File: src/rtl/side_info_sequencer.sv
// side_info_sequencer
//
// Frame-level sequencer in front of the side_info_2ch parser. It takes the
// post-header byte stream of one MP3 frame and strips the optional 16-bit CRC.
// It then meters 17 (mono) or 32 (stereo) side-info bytes to the parser and
// forwards the remaining payload as main data. A parse watchdog reports parser
// completion (si_done) or timeout (err).
//
// Build option: define SIDE_INFO_CRC_CAPTURE_EN to capture the CRC bytes into
// crc_word. Without it crc_word is constant 0. Sequencing is the same in both
// builds.
//
// Ports:
//   clk, rst          clock, synchronous active-low reset
//   hdr_valid         header pulse; hdr_mono / hdr_protect / frame_bytes valid
//   axiid, axiiv      input payload byte stream (no backpressure)
//   si_axiid/iv       bytes to the side-info parser
//   si_axiov          parser output-valid pulse
//   md_axiid/iv       main-data bytes, md_last on the final payload byte
//   si_done           parser finished for this frame
//   busy              sequencer is inside a frame
//   err               pulse: short frame, header while busy, or parse timeout
//   crc_word          captured CRC (first byte in [15:8])
//
// State table
//   state | meaning
//   IDLE  | waiting for hdr_valid, input bytes dropped
//   CRC   | swallowing the two CRC bytes
//   SIDE  | forwarding side-info bytes to the parser
//   MAIN  | forwarding main-data bytes until the frame count runs out

module side_info_sequencer #(
    parameter int PARSE_TIMEOUT = 64,
    parameter int LEN_W         = 11
) (
    input  logic             clk,
    input  logic             rst,
    input  logic             hdr_valid,
    input  logic             hdr_mono,
    input  logic             hdr_protect,
    input  logic [LEN_W-1:0] frame_bytes,
    input  logic [7:0]       axiid,
    input  logic             axiiv,
    output logic [7:0]       si_axiid,
    output logic             si_axiiv,
    input  logic             si_axiov,
    output logic [7:0]       md_axiid,
    output logic             md_axiiv,
    output logic             md_last,
    output logic             si_done,
    output logic             busy,
    output logic             err,
    output logic [15:0]      crc_word
);

    typedef enum logic [1:0] {IDLE, CRC, SIDE, MAIN} state_t;

    localparam int WD_W = $clog2(PARSE_TIMEOUT + 1);

    state_t           state;
    state_t           eff_state;
    logic [LEN_W-1:0] rem_cnt;
    logic [LEN_W-1:0] rem_eff;
    logic [LEN_W-1:0] need;
    logic [5:0]       side_left;
    logic [5:0]       side_left_eff;
    logic             crc_first;
    logic             crc_first_eff;
    logic             hdr_ok;
    logic             byte_ok;
    logic             arm_wd;
    logic             wd_armed;
    logic [WD_W-1:0]  wd_cnt;

`ifdef SIDE_INFO_CRC_CAPTURE_EN
    logic [7:0]       crc_hi;
`else
    assign crc_word = '0;
`endif

    // A byte arriving together with an accepted header belongs to the new
    // frame, so byte handling works on the "effective" state and counters:
    // the freshly loaded values when a header is accepted this cycle.
    always_comb begin
        need          = LEN_W'(hdr_protect ? 0 : 2) + LEN_W'(hdr_mono ? 17 : 32);
        hdr_ok        = hdr_valid && (state == IDLE) && (frame_bytes >= need);
        eff_state     = state;
        rem_eff       = rem_cnt;
        side_left_eff = side_left;
        crc_first_eff = crc_first;
        if (hdr_ok) begin
            eff_state     = hdr_protect ? SIDE : CRC;
            rem_eff       = frame_bytes;
            side_left_eff = hdr_mono ? 6'd17 : 6'd32;
            crc_first_eff = 1'b1;
        end
        byte_ok = axiiv && (eff_state != IDLE);
        arm_wd  = byte_ok && (eff_state == SIDE) && (side_left_eff == 6'd1);
    end

    always_ff @(posedge clk) begin
        if (!rst) begin
            state     <= IDLE;
            rem_cnt   <= '0;
            side_left <= '0;
            crc_first <= 1'b0;
            wd_armed  <= 1'b0;
            wd_cnt    <= '0;
            si_axiid  <= '0;
            si_axiiv  <= 1'b0;
            md_axiid  <= '0;
            md_axiiv  <= 1'b0;
            md_last   <= 1'b0;
            si_done   <= 1'b0;
            err       <= 1'b0;
            busy      <= 1'b0;
`ifdef SIDE_INFO_CRC_CAPTURE_EN
            crc_hi    <= '0;
            crc_word  <= '0;
`endif
        end else begin
            si_axiiv <= 1'b0;
            md_axiiv <= 1'b0;
            md_last  <= 1'b0;
            si_done  <= 1'b0;
            err      <= 1'b0;

            // Covers both a short frame and a header arriving mid-frame.
            if (hdr_valid && !hdr_ok)
                err <= 1'b1;

            if (hdr_ok) begin
                state     <= eff_state;
                busy      <= 1'b1;
                rem_cnt   <= rem_eff;
                side_left <= side_left_eff;
                crc_first <= 1'b1;
            end

            if (byte_ok) begin
                rem_cnt <= rem_eff - 1'b1;
                case (eff_state)
                    CRC: begin
                        crc_first <= 1'b0;
                        if (!crc_first_eff)
                            state <= SIDE;
`ifdef SIDE_INFO_CRC_CAPTURE_EN
                        if (crc_first_eff)
                            crc_hi <= axiid;
                        else
                            crc_word <= {crc_hi, axiid};
`endif
                    end
                    SIDE: begin
                        si_axiid  <= axiid;
                        si_axiiv  <= 1'b1;
                        side_left <= side_left_eff - 6'd1;
                        if (side_left_eff == 6'd1) begin
                            if (rem_eff == LEN_W'(1)) begin
                                state <= IDLE;
                                busy  <= 1'b0;
                            end else begin
                                state <= MAIN;
                            end
                        end
                    end
                    MAIN: begin
                        md_axiid <= axiid;
                        md_axiiv <= 1'b1;
                        if (rem_eff == LEN_W'(1)) begin
                            md_last <= 1'b1;
                            state   <= IDLE;
                            busy    <= 1'b0;
                        end
                    end
                    default: ;
                endcase
            end

            // Watchdog: down-counter loaded at arm time, expiry at terminal
            // count. A parser pulse in the expiry cycle takes priority.
            if (hdr_ok) begin
                wd_armed <= 1'b0;
            end else if (arm_wd) begin
                wd_armed <= 1'b1;
                wd_cnt   <= WD_W'(PARSE_TIMEOUT - 1);
            end else if (wd_armed) begin
                if (si_axiov) begin
                    si_done  <= 1'b1;
                    wd_armed <= 1'b0;
                end else if (wd_cnt == '0) begin
                    err      <= 1'b1;
                    wd_armed <= 1'b0;
                end else begin
                    wd_cnt <= wd_cnt - 1'b1;
                end
            end
        end
    end

endmodule
File: config.mk
export PLATFORM = sky130hd
export DESIGN_NAME = side_info_sequencer
export DESIGN_NICKNAME = d
export VERILOG_FILES = /design/src/rtl/side_info_sequencer.sv
export SDC_FILE = /design/constraint.sdc
export NUM_CORES = 1
export LEC_CHECK = 0
export ABC_AREA = 1
export ABC_CLOCK_PERIOD_IN_PS = 7850
export CAP_MARGIN = 5
export CORE_MARGIN = 5
export CORE_UTILIZATION = 47
export DETAILED_ROUTE_END_ITERATION = 6
export PLACE_DENSITY_LB_ADDON = 0.1
export SYNTH_ARGS = -nofsm -noshare
export SYNTH_HDL_FRONTEND = slang
export SYNTH_SLANG_ARGS = --single-unit
File: constraint.sdc
create_clock -name clk -period 7.85 [get_ports clk]
set_clock_uncertainty 0.1 [all_clocks]
set_input_delay 1.57 -clock clk [delete_from_list [all_inputs] [get_ports clk]]
set_output_delay 1.57 -clock clk [all_outputs]
set_load 0.01 [all_outputs]
==> results.toml, run 1 <==
[sta]
setup_viol = 0
max_freq_mhz = 218
slew-limit-headroom_pct = 52.5
tightest_slew_ps = 708
rsz0062_at_grt = "no"
period_needed_ps = 4590
period_share_pct = 58.5
fin_setup_tns_ps = 0
fin_ws_ps = 3260
drv_slew = 0
finalHoldViolations = 0

[drt]
ant_nets = 0
drt_wl_total_um = 6600
dr.pass1.iters = 6
wl_per_cell_um = 12.4
drc = 0
vias = 2621
routed_via_density = 4.94
drtIter0Drc = 181

[place]
pre_cts_slack_ps = 2950
gp_congestion = 0.884
placed_area_mm2 = 0.00328
dp_hpwl_um = 4830
io_buffers = 47

[synth]
syn_area_per_cell_um2 = 6.88
yosysWarnings = 0
synth_top_family_by_area = "simple AND/OR/NAND/NOR gates"
synthMuxAreaShare_pct = 0
ys_types = 34
synthAdderAreaFrac_pct = 4.43
synthArstFlopShare_pct = 0
ys_seq_area_share_pct = 35.4
syn_inst = 411
synthSimpleGateAreaFrac_pct = 33.8
synth-seq-cells = 50
synth_compound_area_share_pct = 10.7
ys.flop_type = "dfxtp_1"
synth_edf_count = 0
synth-xor-area-share_pct = 2.79
syn-cell-area_mm2 = 0.00283

[final_layout]
fillers = 598
design_area_mm2 = 0.00339
mostFrequentLayoutCells = "98 x nand2_1, 50 x nor2_1, 50 x dfxtp_1, 49 x inv_1, 47 x clkdlybuf4s50_1"
final_nets = 491
antenna-diode-count = 0
area_delta_synth_final_pct = 19.9
drive_gt1_share_pct = 6.14
layout_commonest_cell = "nand2_1"

[status]
status = "complete, no violations"

[global_routing]
track_usage_pct = 17.3
grt_start_max_net_pins = 33
antenna_found_initial = 0
grt-ovfl-total = 0
grt_pass1_vias = 2355
grt_pass1_wl_um = 10700

[setup_path]
crit_family = "simple AND/OR/NAND/NOR gates"
crit_path_max_fanout = 27
setup.worst_path.start_class = "primary input"
cp-end-kind = "flop"
crit_top_cell = "nor2_1"
cp_cell_sequence = "clkdlybuf4s50_1, inv_1, ha_1, nand2_1, a21oi_1, nor2_2, nand2_2, nand2_4, nor2_1, a21oi_2, inv_1, ha_1, nand2_1, nor2_1, nand4_1, nor2_4, nor2_2, nor2_8, nand2_2, nor2_1, nor2_1"
cpPeakStageDelay_ps = 510
arrival_ps = 4700
crit_type = "in2reg"
critPathBufInv = 3
slowest_stage = "clkdlybuf4s50_1"
critPathRequiredTime_ps = 7950

[cts]
postCtsSetupBuffers = 0
cts_tree = "yes"
ctsHoldBuffers = 0
htreeDepth = 2
clockBufferDepth = 2
post_cts.resized_instances = 0
clk-insertion-delay-late_ps = 310
cts_buffers = 5
ctsRootBufferMaster = "clkbuf_8"
path_clk_slew_ps = 90
clock_sinks = 50

[pwr]
pwr-share-comb_pct = 37.9
power.internal_mw = 0.484
pwr-share-clk_pct = 23.6
power_density_mw_per_mm2 = 230
p_switching_mw = 0.296
peakVddDrop_v = 0.000110
p_sw_share_pct = 38.0
sequentialPowerShare_pct = 38.5
p_leak_nw = 1.46

[die]
num_io_pins = 64
die_x_um = 87.6
core_mm2 = 0.00589
initial_core_util_pct = 48.0
placementRows = 28
floorplan.die_area_mm2 = 0.00767
die_h_um = 87.6

[flow_run]
drv_cap = 0

[worst_hold_path]
hold_path_class = "reg2reg"
[synthesized netlist by cell type, types with 3 or more instances]
cell type | instances | area (um2)
nand4_1 | 5 | 31.3
nand3_1 | 28 | 140
nor2_2 | 5 | 31.3
a21oi_1 | 32 | 160
dfxtp_1 | 50 | 1000
nand3b_1 | 5 | 37.5
ha_1 | 10 | 125
xnor2_1 | 3 | 26.3
o21ai_0 | 17 | 85.1
o21ai_1 | 3 | 15.0
nand2_2 | 6 | 37.5
xor2_1 | 6 | 52.6
inv_1 | 49 | 184
clkbuf_1 | 5 | 18.8
nor3_1 | 4 | 20.0
nand2_1 | 98 | 368
nor2_1 | 50 | 188
buf_4 | 19 | 143
[routing by layer]
layer | up-vias | track usage (%) | routed length [um]
li1 | 1356 | - | -
met1 | 1167 | 24.0 | 3090
met2 | 89 | 26.2 | 2850
met3 | 9 | 5.27 | 607
met4 | 0 | 4.74 | 57
met5 | - | 0 | 0
[area by class of cell]
cell class	instances	area (um2)	area share (%)
Clock buffer	5	68.8	2.03
Clock inverter	3	43.8	1.29
Inverter	49	184	5.43
Timing Repair Buffer	48	478	14.1
Sequential cell	50	1000	29.5
Multi-Input combinational cell	301	1520	44.9
Tap cell	75	93.8	2.77
[sequential cells by signal (all words and copies together), names as in the netlist, 2 cells and up]
| register | flops |
|---|---|
| si_axiid | 8 |
| side_left | 6 |
| state | 2 |
| rem_cnt | 11 |
| wd_cnt | 7 |
| md_axiid | 8 |
[through the flow]
| step | power (mW) | hold WS [ps] | util [%] | cells |
|---|---|---|---|---|
| 3_3_place_gp | 0.594 | 348 | 55.7 | 523 |
| 3_5_place_dp | 0.598 | 340 | 55.7 | 523 |
| 2_1_floorplan | 0.530 | 320 | - | 426 |
| 5_1_grt | 0.840 | 373 | 57.6 | 531 |
| 6_report | 0.780 | 348 | 57.6 | 531 |
| 4_1_cts | 0.785 | 352 | 57.6 | 531 |
[power groups by stage]
stage | combinational, mW | clock [mW] | sequential (mW)
2_1_floorplan | 0.223 | 0 | 0.307
3_3_place_gp | 0.289 | 0 | 0.305
3_5_place_dp | 0.292 | 0 | 0.306
4_1_cts | 0.294 | 0.191 | 0.300
5_1_grt | 0.334 | 0.202 | 0.304
6_report | 0.296 | 0.184 | 0.300
[worst reg2reg max path: cells and delay by family, from the launching register on]
kind / cells / cell delay [ps]
AO/OA/AOI/OAI: 3 / 890
buffers and inverters: 1 / 360
flip-flops: 1 / 340
AND/OR/NAND/NOR: 5 / 1110
[cells by family after synthesis]
kind of cell,Yosys count
adders and majority gates,10
buffers and inverters,75
AOI/OAI and AO/OA,57
xor gates and xnor gates,9
DFF,50
other,1
and+or+nand+nor,209
[path summary, 6_finish.rpt]
kind	cells past startpoint	end	slack (ps)	startpoint
worst max-delay path	21	wd_cnt[5]$_SDFFE_PN0P_	3260	hdr_mono
worst min-delay path	2	si_done$_SDFF_PP0_	350	wd_armed$_SDFF_PP0_
worst max register to register	9	side_left[4]$_SDFF_PN0_	4950	state[1]$_SDFF_PN0_
worst min register to register	2	si_done$_SDFF_PP0_	350	wd_armed$_SDFF_PP0_
Power figures use the tool's default switching activity.
==> run 2, diff against run 1 <==
ABC_CLOCK_PERIOD_IN_PS = 3800   (was 7850)
CORE_UTILIZATION = 46   (was 47)
clock period = 3.8 ns   (was 7.85 ns; I/O delays follow)
==> results.toml, run 2 (synthesized netlist as in run 1, its figures left out) <==
[die]
die_h_um = 88.4
initial_core_util_pct = 47.5
floorplan.die_area_mm2 = 0.00781
num_io_pins = 64
placementRows = 28
core_mm2 = 0.00596
die_x_um = 88.4

[setup_path]
crit_path_max_fanout = 9
startpoint = "hdr_mono"
cp-end-kind = "flop"
crit_type = "in2reg"
critPathRequiredTime_ps = 3910
r2r-start = "state[1]$_SDFF_PN0_"
slowest_stage = "clkdlybuf4s50_1"
setup.worst_path.start_class = "primary input"
cpPeakStageDelay_ps = 530
reg2reg_slack_ps = 1390
cp_cell_sequence = "clkdlybuf4s50_1, inv_1, ha_1, nand2_1, a21oi_1, nor2_2, nand2_2, nand2_4, nor2_1, a21oi_2, inv_1, ha_1, nand2_1, nor2_1, nand4_1, nor2_4, nor2_2, nor2_8, nand2_2, nor2_1, nor2_1"
arrival_ps = 3570
crit_top_cell = "nor2_1"

[final_layout]
design_area_mm2 = 0.00345
final_cell_count_no_fill = 542
area_delta_synth_final_pct = 21.9
fin_util_pct = 57.9
largest_reg_flops = 11
largest_registers = "rem_cnt (11), md_axiid (8), si_axiid (8)"
layout_commonest_cell = "nand2_1"
mostFrequentLayoutCells = "98 x nand2_1, 50 x nor2_1, 50 x dfxtp_1, 49 x inv_1, 47 x clkdlybuf4s50_1"
final_nets = 502
antenna-diode-count = 0
drive_gt1_share_pct = 8.14
regMostFlops = "rem_cnt"

[cts]
ctsRootBufferMaster = "clkbuf_8"
cts_buffers = 5
clock_sinks = 50
post_cts.resized_instances = 0
clockBufferDepth = 2
htreeDepth = 2
postCtsSetupBuffers = 0
path_clk_slew_ps = 100
ctsHoldBuffers = 0
cts_tree = "yes"
clk-insertion-delay-late_ps = 310

[drt]
ant_nets = 0
wl_per_cell_um = 12.3
drt_wl_total_um = 6670
drtIter0Drc = 144
dr.pass1.iters = 4
vias = 2594
routed_via_density = 4.79
drc = 0

[worst_hold_path]
min-delay-start = "wd_armed$_SDFF_PP0_"
hold_path_class = "reg2reg"

[place]
io_buffers = 47
placed_area_mm2 = 0.00336
gp_congestion = 0.919
dp_hpwl_um = 5070
pre_cts_slack_ps = 19.2
dp_cells = 534

[sta]
setup_viol = 0
finalHoldViolations = 0
fin_setup_tns_ps = 0
drv_slew = 0
fin_ws_ps = 340
rsz0062_at_grt = "no"
period_needed_ps = 3460
max_freq_mhz = 289
period_share_pct = 91.1
hold_ws_ps = 356

[pwr]
p_total_mw = 1.58
power_density_mw_per_mm2 = 458
p_leak_nw = 1.50
peakVddDrop_v = 0.000229

[status]
status = "complete, no violations"

[global_routing]
track_usage_pct = 18.3
antenna_found_initial = 0
grt_start_max_net_pins = 33
grt_pass1_vias = 2482
grt_pass1_wl_um = 11400
grt-ovfl-total = 0

[flow_run]
drv_cap = 0
run 2: worst paths after layout:
kind | end | cells past startpoint
min reg2reg | si_done$_SDFF_PP0_ | 2
max reg2reg | wd_cnt[3]$_SDFFE_PN0P_ | 12
min | si_done$_SDFF_PP0_ | 2
max | wd_cnt[3]$_SDFFE_PN0P_ | 21
run 2: layout make-up:
cell class                 count  area (um2)
fill                         583        2510
multi-input combinational    301        1520
sequential                    50        1000
timing repair buffer          59         561
inverter                      49         184
tap                           75        93.8
clock buffer                   6        72.6
clock inverter                 2        13.8
run 2: metal layers:
| metal | vias up | share of wire [%] | track usage (%) |
|---|---|---|---|
| met5 | - | 0 | 0 |
| met4 | 0 | 1.1 | 5.22 |
| met3 | 6 | 6.9 | 4.56 |
| met2 | 71 | 44 | 28.3 |
| met1 | 1136 | 47 | 25.3 |
| li1 | 1381 | - | - |
run 2: worst max-delay path, delay by kind of cell:
family	cells	cell delay (ps)
buffers and inverters	3	700
adders and majority gates	2	450
AOI/OAI and AO/OA	2	210
and+or+nand+nor	14	1450
run 2: power by group:
part	internal, mW	switching [mW]
clock	0.131	0.188
sequential	0.591	0.0287
combinational	0.242	0.398
